$ cat src/rtl/alu_arbiter.sv
// Round-robin arbiter that shares one external ALU between NREQ requesters and
// captures each result in a single-entry response register with its own handshake.
module alu_arbiter #(
  parameter int NREQ = 4,
  parameter int ID_W = 2,
  parameter int W    = 16
) (
  input  logic                 clk,
  input  logic                 rst_n,
  input  logic [NREQ-1:0]      req_valid,
  output logic [NREQ-1:0]      req_ready,
  input  logic [NREQ-1:0]      req_mode,
  input  logic [4*NREQ-1:0]    req_sel,
  input  logic [NREQ-1:0]      req_cin,
  input  logic [W*NREQ-1:0]    req_a,
  input  logic [W*NREQ-1:0]    req_b,
  output logic                 alu_mode,
  output logic [3:0]           alu_sel,
  output logic                 alu_cin,
  output logic [W-1:0]         alu_a,
  output logic [W-1:0]         alu_b,
  input  logic [W-1:0]         alu_out,
  input  logic                 alu_cout,
  input  logic                 alu_cmp,
  output logic                 rsp_valid,
  input  logic                 rsp_ready,
  output logic [ID_W-1:0]      rsp_id,
  output logic [W-1:0]         rsp_data,
  output logic                 rsp_cout,
  output logic                 rsp_cmp,
  output logic [15:0]          op_count
);

  typedef struct packed {
    logic         mode;
    logic [3:0]   sel;
    logic         cin;
    logic [W-1:0] a;
    logic [W-1:0] b;
  } op_t;

  op_t [NREQ-1:0]  lane_op;
  op_t             gnt_op;
  logic [ID_W-1:0] ptr;
  logic [ID_W-1:0] gnt_idx;
  logic [ID_W-1:0] cand;
  logic            found;
  logic            gnt_vld;
  logic            can_accept;
  logic            rsp_fire;

  for (genvar i = 0; i < NREQ; i++) begin : g_lane
    assign lane_op[i] = '{mode: req_mode[i], sel: req_sel[4*i +: 4], cin: req_cin[i],
                          a: req_a[W*i +: W], b: req_b[W*i +: W]};
  end

  assign can_accept = !rsp_valid || rsp_ready;
  assign rsp_fire   = rsp_valid && rsp_ready;

  // Scan from the highest offset down so the nearest valid requester to ptr wins.
  always_comb begin
    found   = 1'b0;
    gnt_idx = '0;
    cand    = '0;
    for (int k = NREQ - 1; k >= 0; k--) begin
      cand = ID_W'((int'(ptr) + k) % NREQ);
      if (req_valid[cand]) begin
        found   = 1'b1;
        gnt_idx = cand;
      end
    end
  end

  assign gnt_vld = found && can_accept;

  always_comb begin
    req_ready = '0;
    gnt_op    = '0;
    if (gnt_vld) begin
      req_ready[gnt_idx] = 1'b1;
      gnt_op             = lane_op[gnt_idx];
    end
  end

  assign alu_mode = gnt_op.mode;
  assign alu_sel  = gnt_op.sel;
  assign alu_cin  = gnt_op.cin;
  assign alu_a    = gnt_op.a;
  assign alu_b    = gnt_op.b;

  always_ff @(posedge clk or negedge rst_n) begin
    if (!rst_n) begin
      ptr       <= '0;
      rsp_valid <= 1'b0;
      rsp_id    <= '0;
      rsp_data  <= '0;
      rsp_cout  <= 1'b0;
      rsp_cmp   <= 1'b0;
    end else if (gnt_vld) begin
      rsp_valid <= 1'b1;
      rsp_id    <= gnt_idx;
      rsp_data  <= alu_out;
      rsp_cout  <= alu_cout;
      rsp_cmp   <= alu_cmp;
      if (int'(gnt_idx) == NREQ - 1) ptr <= '0;
      else                           ptr <= gnt_idx + 1'b1;
    end else if (rsp_fire) begin
      rsp_valid <= 1'b0;
    end
  end

  always_ff @(posedge clk or negedge rst_n) begin
    if (!rst_n)                            op_count <= '0;
    else if (rsp_fire && op_count != 16'hFFFF) op_count <= op_count + 16'd1;
  end

endmodule

$ cat config.mk
export PLATFORM = sky130hd
export DESIGN_NAME = alu_arbiter
export DESIGN_NICKNAME = d
export VERILOG_FILES = /design/src/rtl/alu_arbiter.sv
export SDC_FILE = /design/constraint.sdc
export NUM_CORES = 1
export LEC_CHECK = 0
export CAP_MARGIN = 0
export CORE_MARGIN = 2
export CORE_UTILIZATION = 32
export DETAILED_ROUTE_END_ITERATION = 7
export GPL_ROUTABILITY_DRIVEN = 0
export PLACE_DENSITY = 0.82
export SYNTH_ARGS = -nofsm -noshare
export SYNTH_HDL_FRONTEND = slang
export SYNTH_SLANG_ARGS = --single-unit
export TNS_END_PERCENT = 20
$ cat constraint.sdc
create_clock -name clk -period 2.3 [get_ports clk]
set_clock_uncertainty 0.1 [all_clocks]
set_input_delay 0.46 -clock clk [delete_from_list [all_inputs] [get_ports clk]]
set_output_delay 0.46 -clock clk [all_outputs]
set_load 0.1 [all_outputs]
### After elaboration in Yosys (flattened, before gate mapping)

Index checks and enable logic that the tools add are counted.

| storage, ports and cells | value |
|---|---|
| register bits after elaboration | 39 |
| bits in latches | 0 |
| memory bits (writable) | 0 |
| bits in read-only memories | 0 |
| input bits | 177 |
| output and inout bits | 79 |
| word-level logic and storage cells | 52 |
| memories | 0 |

| cells by class | value |
|---|---|
| $add $sub $neg | 5 |
| $mul | 0 |
| div/mod/pow operators | 0 |
| order comparisons | 6 |
| equal/unequal tests | 2 |
| shift-type cells | 0 |
| multiplexer cells | 25 |
| bitwise operators | 0 |
| reduce and logical (&&, ||, !) cells | 7 |

Operator list:

| kind | number |
|---|---|
| $bmux 38 s2 | 1 |
| $mux 38 | 2 |
| $add 16x1->16 const B | 1 |
| $ne 16x16->1 const B | 1 |
| $lt 2x3->1 const B | 5 |
| $mux 1 | 11 |
| $mux 2 | 5 |
| $bmux 1 s2 | 4 |
| $add 2x1->2 const B | 2 |
| $add 2x2->2 const B | 2 |
| $logic_and 1x1->1 | 4 |
| $mux 4 | 1 |
| $demux 1 s2 | 1 |
| $eq 2x1->1 const B | 1 |
| $ge 2x1->1 const B | 1 |
| $reduce_bool 2->1 | 1 |
| $logic_not 1->1 | 1 |
| $logic_or 1x1->1 | 1 |

### Longest topological paths before layout

Gate-level depths: netlist of the first run.

| logic depth | value |
|---|---|
| depth in word-level cells | 12 |
| depth in mapped cells | 10 |

### Least setup slack after synthesis of the first run

No wires, ideal clock.

| timing | value |
|---|---|
| kind | register to output |
| start | reg rsp_valid |
| end | out alu_a[11] |
| data arrival time | 3152 ps |
| data required time | 1740 ps |
| path slack | -1412 ps |
| cell stages (with the launch flop) | 6 |
| buffers on the path | 2 |
| cell sequence | dfrtp_1 -> a21oi_1 -> nand2_1 -> buf_4 -> buf_2 -> o22ai_1 |

| on the way | value |
|---|---|
| longest elaborated chain between the ends | 4 |

Ends and longest elaborated chain:

| what | line | RTL |
|---|---|---|
| from (decl) | 25 | `output logic rsp_valid,` |
| from (signal assigned) | 94 | `rsp_valid <= 1'b0;` |
| from (signal assigned) | 100 | `rsp_valid <= 1'b1;` |
| from (signal assigned) | 108 | `rsp_valid <= 1'b0;` |
| $logic_not 1->1 | 57 | `assign can_accept = !rsp_valid \|\| rsp_ready;` |
| $logic_or 1x1->1 | 57 |  |
| $logic_and 1x1->1 | 74 | `assign gnt_vld = found && can_accept;` |
| $mux 38 | 79 | `if (gnt_vld) begin` |
| to (decl) | 20 | `output logic [W-1:0] alu_a,` |

No other way between the ends.

### Final worst setup path of the first run

| timing | value |
|---|---|
| start | reg ptr[0] |
| end | out alu_a[12] |

| on the way | value |
|---|---|
| longest elaborated chain between the ends | 10 |

Ends and longest elaborated chain:

| what | line | RTL |
|---|---|---|
| from (decl) | 44 | `logic [ID_W-1:0] ptr;` |
| from (signal assigned) | 106 | `else ptr <= gnt_idx + 1'b1;` |
| $add 2x2->2 | 66 | `cand = ID_W'((int'(ptr) + k) % NREQ);` |
| $bmux 1 s2 | 67 | `if (req_valid[cand]) begin` |
| $mux 1 (not written as such) | 67 |  |
| $mux 2 (4 in a row) | 67 |  |
| $bmux 38 s2 | 81 | `gnt_op = lane_op[gnt_idx];` |
| $mux 38 (not written as such) | 81 |  |
| $mux 38 (*) | 79 |  |

Mark *: on every way between the ends. The rest lies on a longest branch, timed or not. The select of a mux whose other input is x is not followed.

==> results of run 1 <==
## flip-flops by register name (all words and copies together) (netlist names)
signal	count
rsp_data	16
rsp_cout	1
ptr	2
rsp_cmp	1
op_count	16
rsp_id	2
rsp_valid	1
## through the flow
step | cell area (um2) | worst slack [ns] | cells
after floorplan | 3477 | -0.2203 | 321
after global placement | 6793 | -0.6555 | 706
after detailed placement | 6793 | -0.7210 | 706
after CTS | 7541 | -0.4099 | 727
after global routing | 7615 | -0.5686 | 729
final | 7615 | -0.4945 | 729
## final timing paths
check / start / end / slack (ns) / depth (start not counted)
min in group asynchronous: rst_n / op_count[13] / 0.45 / 2
hold reg to reg: rsp_data[0] / rsp_data[0] / 0.38 / 2
max in group asynchronous: rst_n / rsp_valid / 1.14 / 3
hold / removal: rsp_data[0] / rsp_data[0] / 0.38 / 2
setup reg to reg: op_count[7] / op_count[1] / 0.41 / 5
setup / recovery: ptr[0] / alu_a[12] / -0.49 / 9
## synthesized netlist by cell type, types with 2 or more instances
library cell | count | share of area
mux2i_1 | 76 | 0.27
nand2_1 | 73 | 0.096
dfrtp_1 | 39 | 0.34
o22ai_1 | 39 | 0.085
xnor2_1 | 10 | 0.031
buf_2 | 8 | 0.014
a21oi_1 | 7 | 0.012
and2_1 | 7 | 0.015
nor2_1 | 6 | 0.0078
and3_1 | 5 | 0.011
clkbuf_1 | 5 | 0.0065
ha_1 | 5 | 0.022
inv_1 | 5 | 0.0065
nand3_1 | 5 | 0.0087
buf_4 | 4 | 0.010
nand4_1 | 3 | 0.0065
a41oi_1 | 2 | 0.0061
and4_1 | 2 | 0.0061
buf_1 | 2 | 0.0026
buf_6 | 2 | 0.0078
nand2b_1 | 2 | 0.0044
nor3_1 | 2 | 0.0035
## cell families (layout without fill, tap and decap cells)
family	Yosys count	after routing	share of synthesized area
XOR/XNOR	11	11	0.03358
adder cells (fa/ha/maj)	5	5	0.02181
buffers and inverters	27	327	0.04928
AND/OR/NAND/NOR	108	108	0.1679
AO/OA/AOI/OAI	54	54	0.1182
multiplexers	77	77	0.2691
flip-flops	39	39	0.3402
## repair_timing
action / in CTS / in global routing
cloned: 4 / 1
hold buffers: 1 / 0
setup buffers: 9 / 2
endpoints found under the hold margin: 9 / 0
gates resized for setup: 107 / 15
pin swaps: 24 / 11
endpoints found under the setup margin: 42 / 42
## layout make-up
class | count | area, um2
fill | 416 | 1106
sequential | 39 | 979.7
timing repair buffer | 313 | 3597
clock buffer | 6 | 82.58
tap | 108 | 135.1
inverter | 6 | 27.53
clock inverter | 2 | 38.79
multi-input combinational | 255 | 2754
## where the power goes
group	leakage (nW)	internal (mW)	total (mW)	switching (mW)
combinational	2.60	2.96	7.20	4.24
sequential	0.486	0.808	0.956	0.148
clock	0.0618	0.357	0.608	0.251
total	3.15	4.13	8.76	4.64
## layer usage
| metal | vias up | wire [um] | track usage |
|---|---|---|---|
| met5 | - | 0 | 0 |
| met4 | 0 | 603 | 0.1391 |
| met3 | 40 | 1044 | 0.08156 |
| met2 | 192 | 8412 | 0.5604 |
| met1 | 1886 | 5252 | 0.3152 |
| li1 | 1761 | - | - |
## worst max-delay path, delay by kind of cell, from the launching register on
| kind | cells | cell delay (ns) |
|---|---|---|
| AO/OA/AOI/OAI | 3 | 0.55 |
| buffers and inverters | 4 | 0.66 |
| flip-flops | 1 | 0.43 |
| multiplexers | 1 | 0.15 |
| AND/OR/NAND/NOR | 1 | 0.16 |
==> flow_metrics.py, run 1 <==
metrics = {
    "worst_setup_path": {
        "worstPathRequired_ns": 1.74,
        "critPathKind": "reg2out",
        "cp_max_fo": 10,
        "cp-start-kind": "flop",
        "end_kind": "output pin",
        "crit_chain": "nand2b_4 -> a21oi_2 -> a211o_4 -> buf_4 -> buf_12 -> mux2i_1 -> buf_4 -> o22ai_4 -> buf_12",
        "cpPeakStageDelay_ns": 0.43,
        "cp.arrival_ns": 2.23,
        "slowest_stage": "dfrtp_1",
    },
    "floorplanning": {
        "io_pins": 256,
        "initial_core_util": 0.3290,
        "row_count": 34,
        "die_area_um2": 9739,
        "die_h_um": 98.69,
        "coreArea_um2": 8721,
        "die_width_um": 98.69,
    },
    "clock_network": {
        "clockRootBuffer": "clkbuf_8",
        "cts_tree": "yes",
        "cts.clk_slew.worst_paths_ns": 0.08,
        "clk_latency_ns": 0.29,
        "cts_buffer_depth": 2,
        "clkSinkCount": 39,
        "ctsHtreeMaxLevel": 2,
        "cts_buffers": 5,
    },
    "timing": {
        "finalSetupViolCount": 42,
        "timing.setup.tns_ns": -16.54,
        "rsz0062_at_grt": "yes",
        "fin_crit_sh": 1.215,
        "tightest_slew_ns": 0.3169,
        "final-hold-violation-count": 0,
        "max-slew-margin-rel": 0.7827,
        "whs_ns": 0.3800,
        "fmax_ghz": 0.3578,
        "finalWorstSetupSlack_ns": -0.4945,
        "drv_slew": 0,
        "period_minus_slack_ns": 2.795,
    },
    "logic_synthesis": {
        "yosysWarningCount": 0,
        "ys_seq_area_frac": 0.3402,
        "ys_types": 34,
        "netlist_area_um2": 2869,
        "synth.avg_cell_area_um2": 8.938,
        "async_flop_share": 1.000,
        "ys_seq_elements": 39,
        "synth_cells": 321,
        "syn_nets": 503,
        "synth_enable_flop_cells": 0,
        "synthFlopType": "dfrtp_1",
    },
    "routing": {
        "wl_per_cell_um": 21.00,
        "drc": 0,
        "dr.pass1.iters": 4,
        "vias": 3879,
        "drt-total-wl_um": 15310,
        "ant_nets": 0,
        "viasPerCell": 5.321,
        "drtIter0Drc": 129,
    },
    "cells_and_area": {
        "finish.utilization": 0.8732,
        "most-common-layout-cells": "clkdlybuf4s50_1, nand2_1, buf_4",
        "nets": 802,
        "syn_to_final_growth_pct": 165.4,
        "final_common_cell": "clkdlybuf4s50_1",
        "antennaDiodeCount": 0,
        "drive_gt1_frac": 0.4219,
    },
    "power": {
        "power_density_nw_per_um2": 1151,
        "vdd_drop_max_v": 0.0008131,
        "report.power.total_mw": 8.765,
        "cellLeakagePower_nw": 3.145,
    },
    "global_route": {
        "track_usage": 0.3019,
        "gr-total-overflow": 0,
        "grt_max_degree": 25,
        "antenna_found_initial": 0,
        "grt_pass1_vias": 4337,
        "grt_pass1_wl_um": 22870,
    },
    "worst_hold_path": {
        "hold_class": "reg2reg",
    },
    "job": {
        "drv_cap": 0,
    },
    "place": {
        "place_hpwl_um": 10870,
        "port_buffers": 255,
    },
    "status": {
        "violations": "setup timing",
        "outcome": "finished with violations",
    },
}
Power figures use the tool's default switching activity.
==> run 2, diff against run 1 <==
--- a/config.mk
+++ b/config.mk
@@ -6,11 +6,12 @@
 export NUM_CORES = 1
 export LEC_CHECK = 0
 export CAP_MARGIN = 0
-export CORE_MARGIN = 2
-export CORE_UTILIZATION = 32
+export CORE_AREA = 2 2 98 100
 export DETAILED_ROUTE_END_ITERATION = 7
+export DIE_AREA = 0 0 100 102
 export GPL_ROUTABILITY_DRIVEN = 0
-export PLACE_DENSITY = 0.82
+export GPL_TIMING_DRIVEN = 1
+export PLACE_DENSITY = 0.81
 export SYNTH_ARGS = -nofsm -noshare
 export SYNTH_HDL_FRONTEND = slang
 export SYNTH_SLANG_ARGS = --single-unit
==> flow_metrics.py, run 2 (synthesized netlist as in run 1, its figures left out) <==
metrics = {
    "floorplanning": {
        "die_width_um": 100,
        "initial_core_util": 0.3150,
        "die_area_um2": 10200,
        "io_pins": 256,
        "coreArea_um2": 9109,
        "row_count": 35,
        "die_h_um": 102,
    },
    "routing": {
        "viasPerCell": 5.478,
        "drt-total-wl_um": 17660,
        "drtIter0Drc": 148,
        "dr.pass1.iters": 6,
        "vias": 4037,
        "wl_per_cell_um": 23.96,
        "ant_nets": 0,
        "drc": 0,
    },
    "worst_setup_path": {
        "cp-start-kind": "flop",
        "worstPathRequired_ns": 1.74,
        "critPathKind": "reg2out",
        "end_kind": "output pin",
        "cp.arrival_ns": 2.21,
        "slowest_stage": "dfrtp_1",
        "crit_chain": "nand2b_4 -> a21oi_4 -> a211o_4 -> buf_12 -> mux2i_1 -> buf_4 -> o22ai_4 -> buf_12",
        "r2r-start": "ptr[1]",
        "cpMostUsedCell": "buf_12",
        "cp_max_fo": 11,
        "cpPeakStageDelay_ns": 0.42,
        "cp-startpoint": "ptr[0]",
    },
    "timing": {
        "max-slew-margin-rel": 0.6702,
        "drv_slew": 0,
        "timing.setup.tns_ns": -17.16,
        "whs_ns": 0.004670,
        "finalWorstSetupSlack_ns": -0.4656,
        "fin_crit_sh": 1.202,
        "fmax_ghz": 0.3616,
        "tightest_slew_ns": 0.4810,
        "period_minus_slack_ns": 2.766,
        "finalSetupViolCount": 42,
        "final-hold-violation-count": 0,
        "rsz0062_at_grt": "yes",
    },
    "clock_network": {
        "cts_tree": "yes",
        "cts_buffers": 5,
        "clk_latency_ns": 0.30,
        "ctsHtreeMaxLevel": 2,
        "clockRootBuffer": "clkbuf_8",
        "clkSinkCount": 39,
        "cts_buffer_depth": 2,
        "hold_buffers": 0,
        "cts.clk_slew.worst_paths_ns": 0.08,
    },
    "global_route": {
        "grt_max_degree": 23,
        "track_usage": 0.3131,
        "gr-total-overflow": 0,
        "grt_pass1_vias": 4230,
        "antenna_found_initial": 0,
        "grt_pass1_wl_um": 24250,
    },
    "place": {
        "port_buffers": 255,
        "dp_slack_ns": -0.8533,
        "place_hpwl_um": 11940,
    },
    "cells_and_area": {
        "most-common-layout-cells": "clkdlybuf4s50_1, nand2_1, buf_4",
        "final_common_cell": "clkdlybuf4s50_1",
        "seqCellArea_um2": 980.9,
        "fillCellCount": 430,
        "drive_gt1_frac": 0.4368,
        "syn_to_final_growth_pct": 169.0,
        "reg_top3": "op_count: 16 flops, rsp_data: 16 flops",
        "nets": 806,
        "multi_input_area_um2": 2808,
    },
    "job": {
        "drv_cap": 0,
    },
    "status": {
        "violations": "setup timing",
        "outcome": "finished with violations",
    },
    "worst_hold_path": {
        "hold_class": "in2async",
    },
    "power": {
        "vdd_drop_max_v": 0.0007545,
        "cellLeakagePower_nw": 3.177,
        "power_density_nw_per_um2": 1163,
    },
}
## run 2: layout make-up
class | count | area share
multi-input combinational | 257 | 0.3638
timing repair buffer | 315 | 0.4728
sequential | 39 | 0.1271
tap | 111 | 0.01800
antenna | 1 | 0.0003243
clock buffer | 7 | 0.009890
inverter | 6 | 0.004215
clock inverter | 1 | 0.003891
## run 2: worst paths after layout
path | to | slack, ns | cells after the start
hold / removal | op_count[12] | 0.005 | 1
hold reg to reg | rsp_data[4] | 0.38 | 2
min in group clk | rsp_data[4] | 0.38 | 2
setup / recovery | alu_b[2] | -0.47 | 8
setup reg to reg | ptr[0] | 0.26 | 9
max in group asynchronous | ptr[1] | 1.44 | 2
## run 2: critical path, delay by kind of cell, from the launching register on
kind	cells	cell delay, ns
AOI/OAI and AO/OA	3	0.49
buffers and inverters	3	0.51
DFF	1	0.42
muxes	1	0.30
and+or+nand+nor	1	0.18
## run 2: per-layer routing
layer  GRT usage  wire length [um]  vias up
met4     0.09589               449        0
met2      0.5816              9778      236
met1      0.3409              5916     1987
met5           0                 0        -
met3      0.1005              1515       39
li1            -                 -     1775
## run 2: metrics by stage
| stage | total power [mW] | area (um2) | std cells | utilization |
|---|---|---|---|---|
| floorplan | 5.143 | 3477 | 321 | - |
| global placement | 7.216 | 6852 | 718 | 0.7522 |
| detailed placement | 7.315 | 6852 | 718 | 0.7522 |
| CTS | 8.485 | 7423 | 732 | 0.8150 |
| global route | 9.207 | 7715 | 736 | 0.8470 |
| finish | 8.972 | 7717 | 737 | 0.8473 |
## run 2: what timing repair did
action                                  in CTS  in global routing
endpoints found under the setup margin      42                 42
pin swaps                                   12                 22
hold endpoints to repair                     0                  0
setup buffers                                5                  6
cloned                                       6                  6
resized for setup                           89                 41
## run 2: report_power, final
| part | internal [mW] | switching (mW) | total, mW |
|---|---|---|---|
| registers | 0.810 | 0.169 | 0.978 |
| clock network | 0.325 | 0.244 | 0.568 |
| logic | 3.06 | 4.36 | 7.43 |
| total | 4.20 | 4.77 | 8.97 |
==> run 3, diff against run 2 <==
--- a/config.mk
+++ b/config.mk
@@ -11,6 +11,7 @@
 export DIE_AREA = 0 0 100 102
 export GPL_ROUTABILITY_DRIVEN = 0
 export GPL_TIMING_DRIVEN = 1
+export HOLD_SLACK_MARGIN = 0.05
 export PLACE_DENSITY = 0.81
 export SYNTH_ARGS = -nofsm -noshare
 export SYNTH_HDL_FRONTEND = slang
==> flow_metrics.py, run 3 (synthesized netlist as in run 1, its figures left out) <==
metrics = {
    "status": {
        "outcome": "finished with violations",
        "violations": "setup timing",
    },
    "clock_network": {
        "cts_buffers": 5,
        "clk_latency_ns": 0.30,
        "clkSinkCount": 39,
        "cts.clk_slew.worst_paths_ns": 0.07,
        "ctsHtreeMaxLevel": 2,
        "clockRootBuffer": "clkbuf_8",
        "cts_buffer_depth": 2,
        "cts_tree": "yes",
    },
    "floorplanning": {
        "initial_core_util": 0.3150,
        "row_count": 35,
        "coreArea_um2": 9109,
        "die_width_um": 100,
        "io_pins": 256,
        "die_area_um2": 10200,
        "die_h_um": 102,
    },
    "worst_hold_path": {
        "holdPathStages": 2,
        "hold_class": "reg2reg",
    },
    "power": {
        "power_density_nw_per_um2": 1161,
        "switching_share": 0.5323,
        "p_clk_frac": 0.064,
        "report.power.total_mw": 8.975,
        "p_int_mw": 4.197,
        "p_seq_frac": 0.109,
        "cellLeakagePower_nw": 3.181,
        "comb_power_share": 0.827,
        "vdd_drop_max_v": 0.0007546,
        "power.switching_mw": 4.778,
    },
    "global_route": {
        "grt_pass1_vias": 4230,
        "track_usage": 0.3131,
        "gr-total-overflow": 0,
        "antenna_found_initial": 0,
        "grt_pass1_wl_um": 24250,
        "grt_max_degree": 23,
    },
    "routing": {
        "dr.pass1.iters": 4,
        "drc": 0,
        "viasPerCell": 5.485,
        "wl_per_cell_um": 23.96,
        "vias": 4048,
        "ant_nets": 0,
        "drtIter0Drc": 152,
        "drt-total-wl_um": 17680,
    },
    "cells_and_area": {
        "fillCellCount": 429,
        "reg_top3": "op_count: 16 flops, rsp_data: 16 flops",
        "nets": 807,
        "syn_to_final_growth_pct": 169.3,
        "final_cells": 738,
        "drive_gt1_frac": 0.4361,
        "most-common-layout-cells": "clkdlybuf4s50_1, nand2_1, buf_4",
        "final_common_cell": "clkdlybuf4s50_1",
        "finish.utilization": 0.8484,
    },
    "place": {
        "port_buffers": 255,
        "place_hpwl_um": 11940,
        "dp_cells": 718,
    },
    "timing": {
        "fmax_ghz": 0.3605,
        "fin_crit_sh": 1.206,
        "max-slew-margin-rel": 0.6267,
        "period_minus_slack_ns": 2.774,
        "rsz0062_at_grt": "yes",
        "finalSetupViolCount": 42,
        "final-hold-violation-count": 0,
        "drv_slew": 0,
        "tightest_slew_ns": 0.5443,
        "whs_ns": 0.3835,
        "finalWorstSetupSlack_ns": -0.4739,
    },
    "worst_setup_path": {
        "worstPathRequired_ns": 1.74,
        "reg2reg_depth": 9,
        "cp_max_fo": 11,
        "critPathKind": "reg2out",
        "cp.arrival_ns": 2.21,
        "cp-start-kind": "flop",
        "end_kind": "output pin",
    },
    "job": {
        "drv_cap": 0,
    },
}
run 3: metrics by stage:
step | instance area (um2) | worst slack, ns | TNS (ns)
final | 7727 | -0.4739 | -17.34
after global routing | 7725 | -0.5048 | -19.29
after CTS | 7433 | -0.4180 | -14.63
after detailed placement | 6852 | -0.8533 | -30.87
after global placement | 6852 | -0.7770 | -27.43
after floorplan | 3477 | -0.2203 | -8.841
run 3: path summary, 6_finish.rpt:
check,start,end,slack [ns]
worst max-delay path,ptr[0],alu_b[2],-0.47
max in group asynchronous,rst_n,ptr[1],0.91
worst min-delay path,rsp_data[4],rsp_data[4],0.38
worst max register to register,ptr[1],ptr[0],0.26
worst min register to register,rsp_data[4],rsp_data[4],0.38
min in group asynchronous,rst_n,op_count[12],0.54
run 3: worst max-delay path, cell delays in order (launching register included):
cell	delay, ns
dfrtp_1	0.43
nand2b_4	0.18
a21oi_4	0.22
a211o_4	0.20
buf_12	0.16
mux2i_1	0.30
buf_4	0.18
o22ai_4	0.07
buf_12	0.17
run 3: cell type report:
type | count | area, um2 | share of cell area
clock buffers | 7 | 76.32 | 0.009877
inverters | 6 | 32.53 | 0.004210
multi-input cells | 257 | 2808 | 0.3633
flip-flops and latches | 39 | 980.9 | 0.1269
diodes | 1 | 2.502 | 0.0003238
repair buffers | 316 | 3659 | 0.4734
well taps | 111 | 138.9 | 0.01797
clock inverters | 1 | 30.03 | 0.003886
run 3: power by group through the flow:
stage	Clock, mW	Sequential [mW]	Combinational [mW]
2_1_floorplan	0	1.70	3.44
3_3_place_gp	0	0.941	6.27
3_5_place_dp	0	0.956	6.36
4_1_cts	0.558	0.956	6.97
5_1_grt	0.596	0.993	7.62
6_report	0.570	0.979	7.43
run 3: what timing repair did:
| action | in CTS | in global routing |
|---|---|---|
| cloned | 6 | 6 |
| gates resized for setup | 89 | 41 |
| hold buffers | 1 | 0 |
| setup buffers | 5 | 6 |
| setup endpoints to repair | 42 | 42 |
| hold endpoints to repair | 21 | 0 |
| pin swaps | 12 | 22 |
run 3: per-layer routing:
metal,part of all wire,GRT usage,up-vias
met5,0,0,-
met4,0.027,0.09589,0
met3,0.083,0.1005,43
met2,0.55,0.5816,224
met1,0.34,0.3409,2001
li1,-,-,1780
